File: src/rtl/ifq_pkg.sv
// ifq_pkg: shared constants and types for the instruction fetch queue.
//   IFQ_RESET_PC : default first fetch address after reset
//   INSTR_W      : instruction word width
//   ifq_entry_t  : one buffered fetch, instruction word plus its PC
package ifq_pkg;

    localparam int          INSTR_W      = 32;
    localparam logic [31:0] IFQ_RESET_PC = 32'h0000_3000;

    typedef struct packed {
        logic [INSTR_W-1:0] instr;
        logic [31:0]        pc;
    } ifq_entry_t;

endpackage

File: src/rtl/ifq_fifo.sv
// ifq_fifo: synchronous DEPTH-entry FIFO of {instr, pc} entries.
//   clk        : clock, all state on rising edge
//   reset      : synchronous active-low reset
//   push       : write push_instr/push_pc at the tail (never issued when full)
//   pop        : remove the head entry (ignored when empty)
//   flush      : discard every entry; wins over push and pop
//   head_instr : instruction at the head (meaningful only when count != 0)
//   head_pc    : PC at the head (meaningful only when count != 0)
//   count      : number of buffered entries, 0..DEPTH
module ifq_fifo
    import ifq_pkg::*;
#(
    parameter int DEPTH = 4
) (
    input  logic                   clk,
    input  logic                   reset,
    input  logic                   push,
    input  logic [INSTR_W-1:0]     push_instr,
    input  logic [31:0]            push_pc,
    input  logic                   pop,
    input  logic                   flush,
    output logic [INSTR_W-1:0]     head_instr,
    output logic [31:0]            head_pc,
    output logic [$clog2(DEPTH):0] count
);

    localparam int PTR_W = $clog2(DEPTH);
    localparam int CNT_W = PTR_W + 1;

    ifq_entry_t        mem [DEPTH];
    logic [PTR_W-1:0]  wr_ptr;
    logic [PTR_W-1:0]  rd_ptr;
    logic              do_pop;

    assign do_pop = pop && (count != '0);

    // DEPTH is a power of two, so the pointers wrap on their own.
    always_ff @(posedge clk) begin
        if (!reset || flush) begin
            wr_ptr <= '0;
            rd_ptr <= '0;
            count  <= '0;
        end else begin
            if (push) begin
                wr_ptr <= wr_ptr + PTR_W'(1);
            end
            if (do_pop) begin
                rd_ptr <= rd_ptr + PTR_W'(1);
            end
            if (push && !do_pop) begin
                count <= count + CNT_W'(1);
            end else if (do_pop && !push) begin
                count <= count - CNT_W'(1);
            end
        end
    end

    // NOTE: the storage array has no reset; count and the pointers alone say
    // which slots hold live data, so resetting it would only cost flops.
    always_ff @(posedge clk) begin
        if (push && !flush) begin
            mem[wr_ptr] <= '{instr: push_instr, pc: push_pc};
        end
    end

    assign head_instr = mem[rd_ptr].instr;
    assign head_pc    = mem[rd_ptr].pc;

endmodule

File: src/rtl/ifetch_queue.sv
// ifetch_queue: instruction fetch queue in front of decode. Owns the fetch PC,
// issues word reads to an in-order variable-latency instruction memory,
// buffers returned words with their PCs and flushes on redirect.
//   clk            : clock, all state on rising edge
//   reset          : synchronous active-low reset
//   imem_req_valid : fetch request valid
//   imem_req_ready : memory accepts the request this cycle
//   imem_req_addr  : word-aligned fetch address
//   imem_rsp_valid : response valid (in order, no backpressure)
//   imem_rsp_data  : returned instruction word
//   redirect       : taken branch/jump/jr this cycle
//   redirect_pc    : new fetch target, low two bits forced to zero
//   out_valid      : queue head valid
//   out_ready      : decode accepts the head
//   out_instr      : head instruction, 0 when out_valid is low
//   out_pc         : head PC, 0 when out_valid is low
//   out_pc4        : head PC + 4, 0 when out_valid is low
module ifetch_queue
    import ifq_pkg::*;
#(
    parameter int          DEPTH    = 4,
    parameter logic [31:0] RESET_PC = IFQ_RESET_PC
) (
    input  logic               clk,
    input  logic               reset,
    output logic               imem_req_valid,
    input  logic               imem_req_ready,
    output logic [31:0]        imem_req_addr,
    input  logic               imem_rsp_valid,
    input  logic [INSTR_W-1:0] imem_rsp_data,
    input  logic               redirect,
    input  logic [31:0]        redirect_pc,
    output logic               out_valid,
    input  logic               out_ready,
    output logic [INSTR_W-1:0] out_instr,
    output logic [31:0]        out_pc,
    output logic [31:0]        out_pc4
);

    localparam int               CNT_W   = $clog2(DEPTH) + 1;
    localparam logic [CNT_W:0]   DEPTH_V = DEPTH[CNT_W:0];

    logic [31:0]        fetch_pc;
    logic [31:0]        rsp_pc;
    logic [CNT_W-1:0]   count;
    logic [CNT_W-1:0]   outstanding;
    logic [CNT_W-1:0]   drop_cnt;
    logic [CNT_W:0]     in_use;
    logic [31:0]        target;
    logic [INSTR_W-1:0] head_instr;
    logic [31:0]        head_pc;
    logic               req_fire;
    logic               rsp_take;
    logic               rsp_keep;
    logic               pop;

    // Every buffered entry and every in-flight fetch holds a slot, so the
    // queue can never be asked to take a response it has no room for.
    assign in_use         = {1'b0, count} + {1'b0, outstanding};
    assign imem_req_valid = reset && !redirect && (in_use < DEPTH_V);
    assign imem_req_addr  = fetch_pc;
    assign req_fire       = imem_req_valid && imem_req_ready;

    // Responses with nothing outstanding are leftovers from before a reset.
    assign rsp_take = imem_rsp_valid && (outstanding != '0);
    // A response in the redirect cycle belongs to the abandoned stream.
    assign rsp_keep = rsp_take && (drop_cnt == '0) && !redirect;
    assign pop      = out_valid && out_ready;
    assign target   = {redirect_pc[31:2], 2'b00};

    // NOTE: sequential state uses non-blocking assignments only, so every
    // right-hand side sees the pre-edge value regardless of statement order.
    always_ff @(posedge clk) begin
        if (!reset) begin
            fetch_pc    <= RESET_PC;
            rsp_pc      <= RESET_PC;
            outstanding <= '0;
            drop_cnt    <= '0;
        end else if (redirect) begin
            // No request can fire this cycle, so everything still in flight
            // after any retiring response is old-stream and must be dropped.
            fetch_pc    <= target;
            rsp_pc      <= target;
            outstanding <= outstanding - CNT_W'(rsp_take);
            drop_cnt    <= outstanding - CNT_W'(rsp_take);
        end else begin
            if (req_fire) begin
                fetch_pc <= fetch_pc + 32'd4;
            end
            if (rsp_keep) begin
                rsp_pc <= rsp_pc + 32'd4;
            end
            outstanding <= outstanding + CNT_W'(req_fire) - CNT_W'(rsp_take);
            if (rsp_take && (drop_cnt != '0)) begin
                drop_cnt <= drop_cnt - CNT_W'(1);
            end
        end
    end

    ifq_fifo #(
        .DEPTH (DEPTH)
    ) u_fifo (
        .clk        (clk),
        .reset      (reset),
        .push       (rsp_keep),
        .push_instr (imem_rsp_data),
        .push_pc    (rsp_pc),
        .pop        (pop),
        .flush      (redirect),
        .head_instr (head_instr),
        .head_pc    (head_pc),
        .count      (count)
    );

    assign out_valid = (count != '0);
    assign out_instr = out_valid ? head_instr       : '0;
    assign out_pc    = out_valid ? head_pc          : '0;
    assign out_pc4   = out_valid ? head_pc + 32'd4  : '0;

endmodule
File: config.mk
export PLATFORM = sky130hd
export DESIGN_NAME = ifetch_queue
export DESIGN_NICKNAME = d
export VERILOG_FILES = /design/src/rtl/ifq_pkg.sv /design/src/rtl/ifq_fifo.sv /design/src/rtl/ifetch_queue.sv
export SDC_FILE = /design/constraint.sdc
export NUM_CORES = 1
export LEC_CHECK = 0
export BUFFER_PORTS_ARGS = -buffer_cell sky130_fd_sc_hd__buf_2
export CAP_MARGIN = 20
export CORE_MARGIN = 10
export CORE_UTILIZATION = 59
export CTS_BUF_LIST = sky130_fd_sc_hd__clkbuf_8
export DETAILED_ROUTE_END_ITERATION = 6
export GPL_ROUTABILITY_DRIVEN = 1
export GPL_TIMING_DRIVEN = 0
export PLACE_DENSITY = 0.9
export SLEW_MARGIN = 15
export SYNTH_ARGS = -nofsm -noshare
export SYNTH_HDL_FRONTEND = slang
export SYNTH_SLANG_ARGS = --single-unit
File: constraint.sdc
create_clock -name clk -period 6.55 [get_ports clk]
set_clock_uncertainty 0.1 [all_clocks]
set_input_delay 0.655 -clock clk [delete_from_list [all_inputs] [get_ports clk]]
set_output_delay 0.655 -clock clk [all_outputs]
set_load 0.1 [all_outputs]
Word-level counts from Yosys, hierarchy flattened
Memories as Yosys holds them, arrays and structs flattened. A register that Yosys moved wholly into a read port is not among the register bits.
Cells that the tools add are included.
{"block": "classes", "mul": 0, "n_shift": 0, "n_bitwise": 1, "n_lt_le_gt_ge": 1, "n_eq_ne": 0, "n_mux": 16, "div": 0, "addsub": 12, "n_reduce_logical": 26}
{"operator": "32-bit two-way mux", "n": 7}
{"operator": "32-bit by 3-bit adder with 32-bit output (second input constant)", "n": 3}
{"operator": "3-bit two-way mux", "n": 5}
{"operator": "1-bit logical AND", "n": 12}
{"operator": "3-bit nonzero test", "n": 3}
{"operator": "2-bit nonzero test", "n": 4}
{"operator": "3-bit by 1-bit subtractor with 3-bit output", "n": 2}
{"operator": "3-bit by 1-bit subtractor with 3-bit output (second input constant)", "n": 2}
{"operator": "2-bit by 1-bit adder with 2-bit output (second input constant)", "n": 2}
{"operator": "3-bit by 3-bit adder with 4-bit output", "n": 1}
{"operator": "1-bit logical NOT", "n": 4}
{"operator": "4-bit by 3-bit less-than comparator with 1-bit output (second input constant)", "n": 1}
{"operator": "2-bit two-way mux", "n": 2}
{"operator": "3-bit by 1-bit adder with 3-bit output", "n": 1}
{"operator": "3-bit by 1-bit adder with 3-bit output (second input constant)", "n": 1}
{"operator": "3-bit logical NOT", "n": 1}
{"operator": "1-bit two-way mux", "n": 2}
{"operator": "2-bit OR reduction", "n": 1}
{"operator": "1-bit logical OR", "n": 1}
{"operator": "1-bit inverter", "n": 1}
{"block": "totals", "in_bits": 70, "mem_count": 1, "ram_bits": 256, "elab_cells": 66, "latchBits": 0, "rom_bits": 0, "out_inout_bits": 130, "ff_bits": 77}
{"name": "u_fifo.mem", "depth": 4, "word_bits": 64, "rd": 1, "rd_clocked_by_memory_dff": 1, "wr": 1, "line_no": "ifq_fifo.sv:30", "source": "ifq_entry_t mem [DEPTH];"}

Depth between registers and ports, before layout
Gate-level depths: netlist of the first run.
{"block": "logic_depth", "word_depth": 8, "mapped_depth": 15, "ltp_nobuf": 12}

By module
Synthesis of the first run repeated with hierarchy kept, for this count alone.
{"block": "hier_totals", "cells_unflattened": 1075, "hier_area_um2": 14776.7}
{"mod": "ifq_fifo", "area_each_um2": 9748.1, "cells_per_inst": 378, "n_inst": 1, "seq_area_each_um2": 7867.5}
{"mod": "ifetch_queue", "area_each_um2": 5028.6, "cells_per_inst": 697, "n_inst": 1, "seq_area_each_um2": 1321.3}

Least setup slack after synthesis of the first run
OpenSTA, ideal clock, no wires.
{"block": "synth_path", "kind": "reg-to-output", "startpoint": "reg with a tool-made name", "endpoint": "out out_pc4[26]", "t_required_ps": 5795, "slack_ps": 2402, "path_buffers": 2, "path_stages_with_launch": 8, "t_arrival_ps": 3393, "cell_sequence": "dfxtp_1 buf_6 buf_12 mux4_1 nand2_2 or4_4 or3_1 a21oi_1"}
{"element": "to (decl)", "line_no": "ifetch_queue.sv:37", "source": "output logic [31:0] out_pc4"}

==> results of run 1 <==
==> metrics by stage <==
| stage | total power, mW | utilization, % | std cells |
|---|---|---|---|
| finish | 5.922 | 69.62 | 1665 |
| global route | 6.121 | 69.61 | 1664 |
| CTS | 5.922 | 69.58 | 1662 |
| detailed placement | 4.385 | 65.75 | 1570 |
| global placement | 4.334 | 65.25 | 1566 |
| floorplan | 3.987 | - | 1052 |
==> Yosys cell counts, drive strengths merged, types with 2 or more instances <==
cell type,instances
nor3,26
nand2,57
o211ai,4
nor4,13
a211oi,6
edfxtp,248
nand3,43
xor2,20
inv,27
o21a,3
or4,6
mux2i,5
and3,13
clkbuf,37
a41oi,3
mux4,62
mux2,15
o21ai,43
a31oi,21
xnor2,21
dfxtp,75
a311o,2
nor2,64
o31a,2
buf,20
or3,18
ha,16
a21boi,4
nand2b,3
and2,70
and4,10
a2bb2oi,2
o221a,2
fa,2
nand4,21
a21oi,42
nand3b,2
o31ai,3
==> routing by layer <==
metal / track usage (%) / share of wire [%]
met1: 31.84 / 39
met2: 38.79 / 48
met3: 6.343 / 11
met4: 7.877 / 2.5
met5: 0 / 0.034
==> state kept, by name, summed over array words and instances (netlist names), named ones only <==
register and flops:
imem_req_addr 30, u_fifo.mem 248, u_fifo.rd_ptr 2, u_fifo.wr_ptr 2
drop_cnt 3, u_fifo.count 3, rsp_pc 30, outstanding 3
==> cell usage in the layout, fill, tap and decap left out, types with 25 or more instances in the layout <==
master,instances
a21oi_1,42
and2_1,66
buf_2,200
clkbuf_1,36
clkbuf_8,53
dfxtp_1,75
edfxtp_1,248
inv_1,42
mux4_2,45
nand2_1,56
nand3_1,41
nor2_1,64
nor3_1,25
o21ai_0,43
==> area by class of cell <==
class	instances	area, um2	area share (%)
Antenna cell	2	5.005	0.02974
Buffer	57	285.3	1.695
Clock buffer	52	715.7	4.252
Clock inverter	40	209.0	1.241
Inverter	27	101.3	0.6021
Multi-Input combinational cell	645	5095	30.27
Sequential cell	323	8949	53.17
Tap cell	324	405.4	2.409
Timing Repair Buffer	195	1066	6.334
==> where the power goes <==
part,switching (mW),internal [mW],total [mW]
Combinational,1.57,0.389,1.96
Clock,0.770,0.785,1.56
Sequential,0.0866,2.32,2.41
Total,2.43,3.50,5.92
==> cells by family after synthesis <==
family,Yosys count
other cells,1
fa+ha+maj,18
simple gates,354
xor+xnor,41
mux,82
flops,323
buf+inv,84
compound gates,144
==> path summary, 6_finish.rpt <==
path	endpoint	slack [ns]	cells past startpoint
setup reg to reg	outstanding[2]$_SDFF_PN0_	2.56	15
hold / removal	u_fifo.mem[0][40]$_DFFE_PP_	0.19	1
setup / recovery	out_pc4[16]	2.15	9
hold reg to reg	imem_req_addr[31]$_SDFFE_PN0P_	0.43	2
==> run summary, run 1 <==
- 0.7985 ns — measured slew at the worst slew-check pin
- 190 — count of port buffers added during placement
- 351.9 nW/um2 — power density relative to cell area
- 26.14% — fraction of layout instances using a drive strength above 1
- 0 — quantity of hold-fixing buffers added after cts
- done — CTS tree
- no — unrepaired setup endpoints after global routing
- imem_rsp_data[8] — hold path start
- 323 — clk sinks
- 1001 — 1st-iter DRT viols
- 248 — number of enable-type register cells in the synthesized netlist
- 0 — Max-Cap Viols
- 1387 — Net count, final
- 2.154 ns — slack of the critical path
- 0% — fraction of registers with async set/reset
- 200 — IO Count
- 2.613 ns — DP Worst Slack
- 6.171 nW — total leakage power
- 0 — max-slew violation count
- 0 — warnings from Yosys
- 2 — total number of H-tree levels
- clkbuf_8 — Clock Root Buffer
- 0.07 ns — Clock Pin Slew Worst Setup and Hold Paths
- 0.58 ns — clock latency at the later pin of the worst-skew pair
- 176.2 um — height of the chip
- buf_2 -> buf_2 -> mux4_2 -> ha_1 -> and4_1 -> nand3_2 -> or3_1 -> a21oi_1 -> buf_2 — cell-by-cell trace of the critical path
- 57 — placement row count
- buf_2 — slowest cell on the critical path
- 16830 um2 — final design instance area without fill
- 10320 — vias in the first global route
- 38170 um — total detailed-routing wirelength
- 50 — CTS Buf Count
- 3 — CTS max path bufs
- 24180 um2 — core region area
- 59.57% — initial standard-cell utilization of the core
- 6.064% — synthesized-area fraction occupied by ao, oa, aoi and oai cells
- 3 — antenna violations before repair
- 0 ns — Total Neg Setup Slack
- 46.27% — Slew headroom
- 3 — WP buf/inv
- outstanding[2]$_SDFF_PN0_ — source of the worst register-to-register timing path
- 1.668% — adder and majority gate portion of the synthesized area
- 1602 — Fillers
- simple AND/OR/NAND/NOR gates — dominant combinational cell family by area after synthesis
- buf_2 — cell type with the highest occurrence count on the critical path
- 0 — Setup-failing EPs final
- 0 — number of hold-slack violations in the final timing report
- 10230 — count of vias placed by the detailed router
- completed — run status
- edfxtp_1 — post-synthesis cell type with the largest combined area
- 67.12% — period utilization
- edfxtp_1, dfxtp_1, mux4_2 — synth top area cells
- 4.397 ns — minimum clock period after layout
- 13.75 um2 — mean post-synth cell area
- 59220 um — global-route wire length before repair
- 2.493% — XOR/XNOR share of the synthesized area
- 1047 — Synth Instances
- 26790 um — HPWL reported at the end of detailed placement
- 0.9418 — global placement routability congestion
- 66 — distinct cell type count of the synthesized netlist
- 16.87% — post-synthesis to final-layout area growth
- 48 — pin count of the biggest net entering global routing
- 5.79 ns — worst endpoint required time
- 227.5 MHz — peak clock frequency supported by timing
- 0.1919 ns — final worst hold slack
- 31060 um2 — overall die area
- 0 — drc violations
- 0 — count of instances resized after the clock tree is built
- 0.45 ns — largest stage delay on the critical path
- 13.27% — area fraction in and, or, nand and nor cells after synthesis
- register — Startpoint Class
- 6.142 — detail-routed via count per cell
- reg -> out — path type of the worst setup path
- 11.66% — portion of netlist area occupied by mux cells
- 0.0002825 V — worst-case vdd ir drop
- 323 — total of flip-flops plus latches after synthesis
- 0 — postcts setup bufs
- edfxtp_1 — commonest register cell after synthesis
- simple AND/OR/NAND/NOR gates — dominant delay contributor by cell family on the critical path
- 176.2 um — die width
- 51.71% — top-area cell type share of the netlist area
- 14400 um2 — Mapped Area
- output pin — capturing element type of the critical path
- 0 — DRT antenna net count
- 7 — number of iterations in the first detailed-routing pass
- 10 — critical path fanouts, max
- 24.24% — combined global-route utilization of all metal layers
- 0 — GR Overflow Total
- 3.64 ns — arrival time of data at the critical path endpoint
- in -> reg — hold crit path type
- 15900 um2 — standard cell area after detailed placement
- 22.93 um — per-cell routed wire length
- 62.14% — share of the yosys chip area belonging to registers
Note: power is estimated with default switching activity, not from simulation.
==> inputs of run 2 (changes only) <==
--- a/config.mk
+++ b/config.mk
@@ -5,15 +5,16 @@
 export SDC_FILE = /design/constraint.sdc
 export NUM_CORES = 1
 export LEC_CHECK = 0
+export ABC_AREA = 1
 export BUFFER_PORTS_ARGS = -buffer_cell sky130_fd_sc_hd__buf_2
 export CAP_MARGIN = 20
 export CORE_MARGIN = 10
-export CORE_UTILIZATION = 59
+export CORE_UTILIZATION = 55
 export CTS_BUF_LIST = sky130_fd_sc_hd__clkbuf_8
 export DETAILED_ROUTE_END_ITERATION = 6
 export GPL_ROUTABILITY_DRIVEN = 1
 export GPL_TIMING_DRIVEN = 0
-export PLACE_DENSITY = 0.9
+export PLACE_DENSITY = 0.87
 export SLEW_MARGIN = 15
 export SYNTH_ARGS = -nofsm -noshare
 export SYNTH_HDL_FRONTEND = slang
==> constraint.sdc (replaced) <==
create_clock -name clk -period 3.9 [get_ports clk]
set_clock_uncertainty 0.1 [all_clocks]
set_input_delay 0.39 -clock clk [delete_from_list [all_inputs] [get_ports clk]]
set_output_delay 0.39 -clock clk [all_outputs]
set_load 0.1 [all_outputs]
==> run 2 against run 1 <==
  * Core utilization is 3.2 points lower
  * Via count is 45% higher
  * First-iteration DRC count is 80% higher
  * Critical path type unchanged
  * Largest cell class unchanged
  * Highest routed layer unchanged
==> run summary, run 2 <==
- nand2_1, nor2_1, edfxtp_1 — most numerous cell types in the synthesized netlist, was edfxtp_1, dfxtp_1, and2_1
- 0.4200 ns — DP Worst Slack, was 2.613 ns
- 7 — WP buf/inv, was 3
- in -> reg — hold crit path type, unchanged
- 1894 — Synth Instances, was 1047
- done — CTS tree, unchanged
- reg -> out — path type of the worst setup path, unchanged
- 190.6 um — die width, was 176.2 um
- 0.68 ns — slack of the worst reg-to-reg path, was 2.56 ns
- 2608 — non-filler cells, final, was 1665
- 34690 um — HPWL reported at the end of detailed placement, was 26790 um
- nand2_1 — most common cell in the netlist, was edfxtp_1
- 0.1566 ns — slack of the critical path, was 2.154 ns
- u_fifo.mem — largest register by flop count, unchanged
- 55.88% — share of the yosys chip area belonging to registers, was 62.14%
- completed — run status, unchanged
- 3.25 ns — arrival time of data at the critical path endpoint, was 3.64 ns
- 49 — CTS Buf Count, was 50
- 36340 um2 — overall die area, was 31060 um2
- 0.9935 — global placement routability congestion, was 0.9418
- 323 — clk sinks, unchanged
- 0 — warnings from Yosys, unchanged
- 5.686 — detail-routed via count per cell, was 6.142
- nand2_1 — cell type with the highest occurrence count on the critical path, was buf_2
- 19.10 um — per-cell routed wire length, was 22.93 um
- 17690 um2 — standard cell area after detailed placement, was 15900 um2
- 267.1 MHz — peak clock frequency supported by timing
- 14830 — count of vias placed by the detailed router, was 10230
- 507.1 nW/um2 — power density relative to cell area, was 351.9 nW/um2
- 43.13% — Slew headroom, was 46.27%
- no — unrepaired setup endpoints after global routing, unchanged
- 8.024 nW — total leakage power, was 6.171 nW
- 0 — GR Overflow Total, unchanged
- 1.500% — adder and majority gate portion of the synthesized area, was 1.668%
- u_fifo.count[1]$_SDFFE_PP0P_ — source of the worst register-to-register timing path, was outstanding[2]$_SDFF_PN0_
- 16010 um2 — Mapped Area, was 14400 um2
- 25.80% — area fraction in and, or, nand and nor cells after synthesis, was 13.27%
- 0 — Setup-failing EPs final, unchanged
- 1806 — 1st-iter DRT viols, was 1001
- 62 — placement row count, was 57
- 27 — pin count of the biggest net entering global routing, was 48
- 95.98% — period utilization
- edfxtp_1 — commonest register cell after synthesis, unchanged
- 0 — DRT antenna net count, unchanged
- simple AND/OR/NAND/NOR gates — dominant combinational cell family by area after synthesis, unchanged
- 55.79% — initial standard-cell utilization of the core, was 59.57%
- 76130 um — global-route wire length before repair, was 59220 um
- simple AND/OR/NAND/NOR gates — dominant delay contributor by cell family on the critical path, unchanged
- 0% — fraction of registers with async set/reset, unchanged
- 3 — CTS max path bufs, unchanged
- nand2_1 — commonest non-fill, non-tap cell in the layout, was edfxtp_1
- 44 — distinct cell type count of the synthesized netlist, was 66
- output pin — capturing element type of the critical path, unchanged
- 0 — Max-Cap Viols, unchanged
- 248 — number of enable-type register cells in the synthesized netlist, unchanged
- 14 — reg2reg path depth, was 15
- 190.6 um — height of the chip, was 176.2 um
- 46.50% — top-area cell type share of the netlist area, was 51.71%
- 323 — total of flip-flops plus latches after synthesis, unchanged
- 19060 um2 — final design instance area without fill, was 16830 um2
- 0% — portion of netlist area occupied by mux cells, was 11.66%
- 0 — number of hold-slack violations in the final timing report, unchanged
- 15.44% — fraction of layout instances using a drive strength above 1, was 26.14%
- 2272 — Net count, final, was 1387
- 14170 — vias in the first global route, was 10320
- 0.06 ns — Clock Pin Slew Worst Setup and Hold Paths, was 0.07 ns
- 0 — max-slew violation count, unchanged
- edfxtp_1, nand2_1, dfxtp_1 — synth top area cells, was edfxtp_1, dfxtp_1, mux4_2
- 3.41 ns — worst endpoint required time, was 5.79 ns
- 2482 — number of placed instances with taps included, was 1570
- rsp_pc[10]$_SDFFE_PN0P_ — sink of the worst hold path, was u_fifo.mem[0][40]$_DFFE_PP_
- dfxtp_1 — slowest cell on the critical path, was buf_2
- edfxtp_1 — post-synthesis cell type with the largest combined area, unchanged
- 191 — count of port buffers added during placement, was 190
- 8.766% — synthesized-area fraction occupied by ao, oa, aoi and oai cells, was 6.064%
- outstanding[2]$_SDFF_PN0_ — Worst R2R End, unchanged
- 0 — drc violations, unchanged
- 8.455 um2 — mean post-synth cell area, was 13.75 um2
- 1.477% — XOR/XNOR share of the synthesized area, was 2.493%
- 0.59 ns — clock latency at the later pin of the worst-skew pair, was 0.58 ns
- 3 — antenna violations before repair, unchanged
- 0 — postcts setup bufs, unchanged
- 26.38% — combined global-route utilization of all metal layers, was 24.24%
- 28700 um2 — core region area, was 24180 um2
- 3.743 ns — minimum clock period after layout
- buf_4 -> inv_2 -> clkbuf_4 -> nand2_1 -> nand2_1 -> ha_1 -> inv_1 -> nor2_2 -> nand2_1 -> inv_1 -> nand2_1 -> nor2_4 -> nand2_1 -> nand2_1 -> nand3_1 -> inv_1 -> buf_4 — cell-by-cell trace of the critical path, was buf_2 -> buf_2 -> mux4_2 -> ha_1 -> and4_1 -> nand3_2 -> or3_1 -> a21oi_1 -> buf_2
- 10 — critical path fanouts, max, unchanged
- register — Startpoint Class, unchanged
- 2212 — Fillers, was 1602
- 49800 um — total detailed-routing wirelength, was 38170 um
- 2 — total number of H-tree levels, unchanged
- reset — hold path start, was imem_rsp_data[8]
- 6 — number of iterations in the first detailed-routing pass, was 7
- 3 — hold depth, was 1
- 248 — max FFs per register, unchanged
- clkbuf_8 — Clock Root Buffer, unchanged
- 0.30 ns — largest stage delay on the critical path, was 0.45 ns
- 200 — IO Count, unchanged
- 18.99% — post-synthesis to final-layout area growth, was 16.87%
- 0.0004982 V — worst-case vdd ir drop, was 0.0002825 V
- nand2_1, nor2_1, edfxtp_1 — most frequent cells in the layout, was edfxtp_1, buf_2, dfxtp_1
- 0.8511 ns — measured slew at the worst slew-check pin, was 0.7985 ns
## run 2: cell types whose count changed in the layout (fill, tap and decap cells not counted), sizes merged, moves of 13 or more
cell	before	now
nor4	13	0
nand3	43	110
or3	18	0
nand2	57	537
inv	45	182
a21oi	42	94
mux4	62	0
xnor2	21	2
buf	215	245
o21ai	43	133
and2	70	2
mux2	15	0
dlygate4sd3	0	34
nor2	64	313
## run 2: report_power, final
group | leakage [nW] | internal [mW] | switching [mW]
registers | 2.87 | 3.87 | 0.140
clock network | 0.557 | 1.46 | 1.37
logic | 4.60 | 0.509 | 2.31
## run 2: worst max path at each step
stage	start	endpoint	slack, ns	cells after the start
after floorplan	outstanding[2]$_SDFF_PN0_	u_fifo.mem[0][10]$_DFFE_PP_	-0.41	6
after global placement	imem_rsp_valid	u_fifo.mem[3][6]$_DFFE_PP_	-2.47	7
after detailed placement	register	out_pc4[20]	0.42	16
after CTS	register	out_pc4[20]	0.0009	17
after global routing	register	out_pc4[20]	0.008	17
final	register	out_pc4[22]	0.16	17
## run 2: repair_timing
item | CTS | global route
hold endpoints to repair | 129 | 1
pin swaps | 0 | 1
cloned | 0 | 1
setup endpoints to repair | 7 | 11
hold buffers | 33 | 1
resized for setup | 8 | 8
## run 2: worst min-delay path: cells and delay by family
family	cells	cell delay (ns)
buffers and inverters	1	0.15
AOI/OAI and AO/OA	2	0.12
## run 2: logic make-up (layout without fill, tap and decap cells)
| logic type | after synthesis | after routing |
|---|---|---|
| buffers and inverters | 245 | 567 |
| XOR/XNOR | 27 | 27 |
| adder cells (fa/ha/maj) | 18 | 18 |
| other | 1 | 8 |
| AND/OR/NAND/NOR | 1017 | 1018 |
| AO/OA/AOI/OAI | 263 | 263 |
| flip-flops | 323 | 323 |
## run 2: layout make-up
| class | instances | area (um2) | share of cell area, % |
|---|---|---|---|
| diodes | 2 | 5.005 | 0.02626 |
| plain buffers | 81 | 440.4 | 2.311 |
| clock buffers | 49 | 674.4 | 3.539 |
| clock inverters | 40 | 299.0 | 1.569 |
| inverters | 164 | 618.1 | 3.244 |
| multi-input cells | 1332 | 6087 | 31.94 |
| flip-flops and latches | 323 | 8950 | 46.97 |
| well taps | 384 | 480.5 | 2.521 |
| repair buffers | 233 | 1501 | 7.879 |
## run 2: layer usage
layer,part of all wire (%),up-vias,GRT usage [%]
li1,-,6853,-
met2,47,1055,43.07
met1,38,6754,33.53
met4,3.8,2,11.21
met5,0.022,-,0
met3,12,164,5.413
## run 2: stage by stage
stage          total power, mW  util [%]  hold WS, ns  TNS (ns)
2_1_floorplan            6.212         -       0.3364   -101.07
3_3_place_gp             6.754     60.90       0.3546   -609.77
3_5_place_dp             6.818     61.64       0.3694         0
4_1_cts                  9.602     66.26    0.0008906         0
5_1_grt                  10.00     66.39      0.01501         0
6_report                 9.664     66.39      0.02846         0
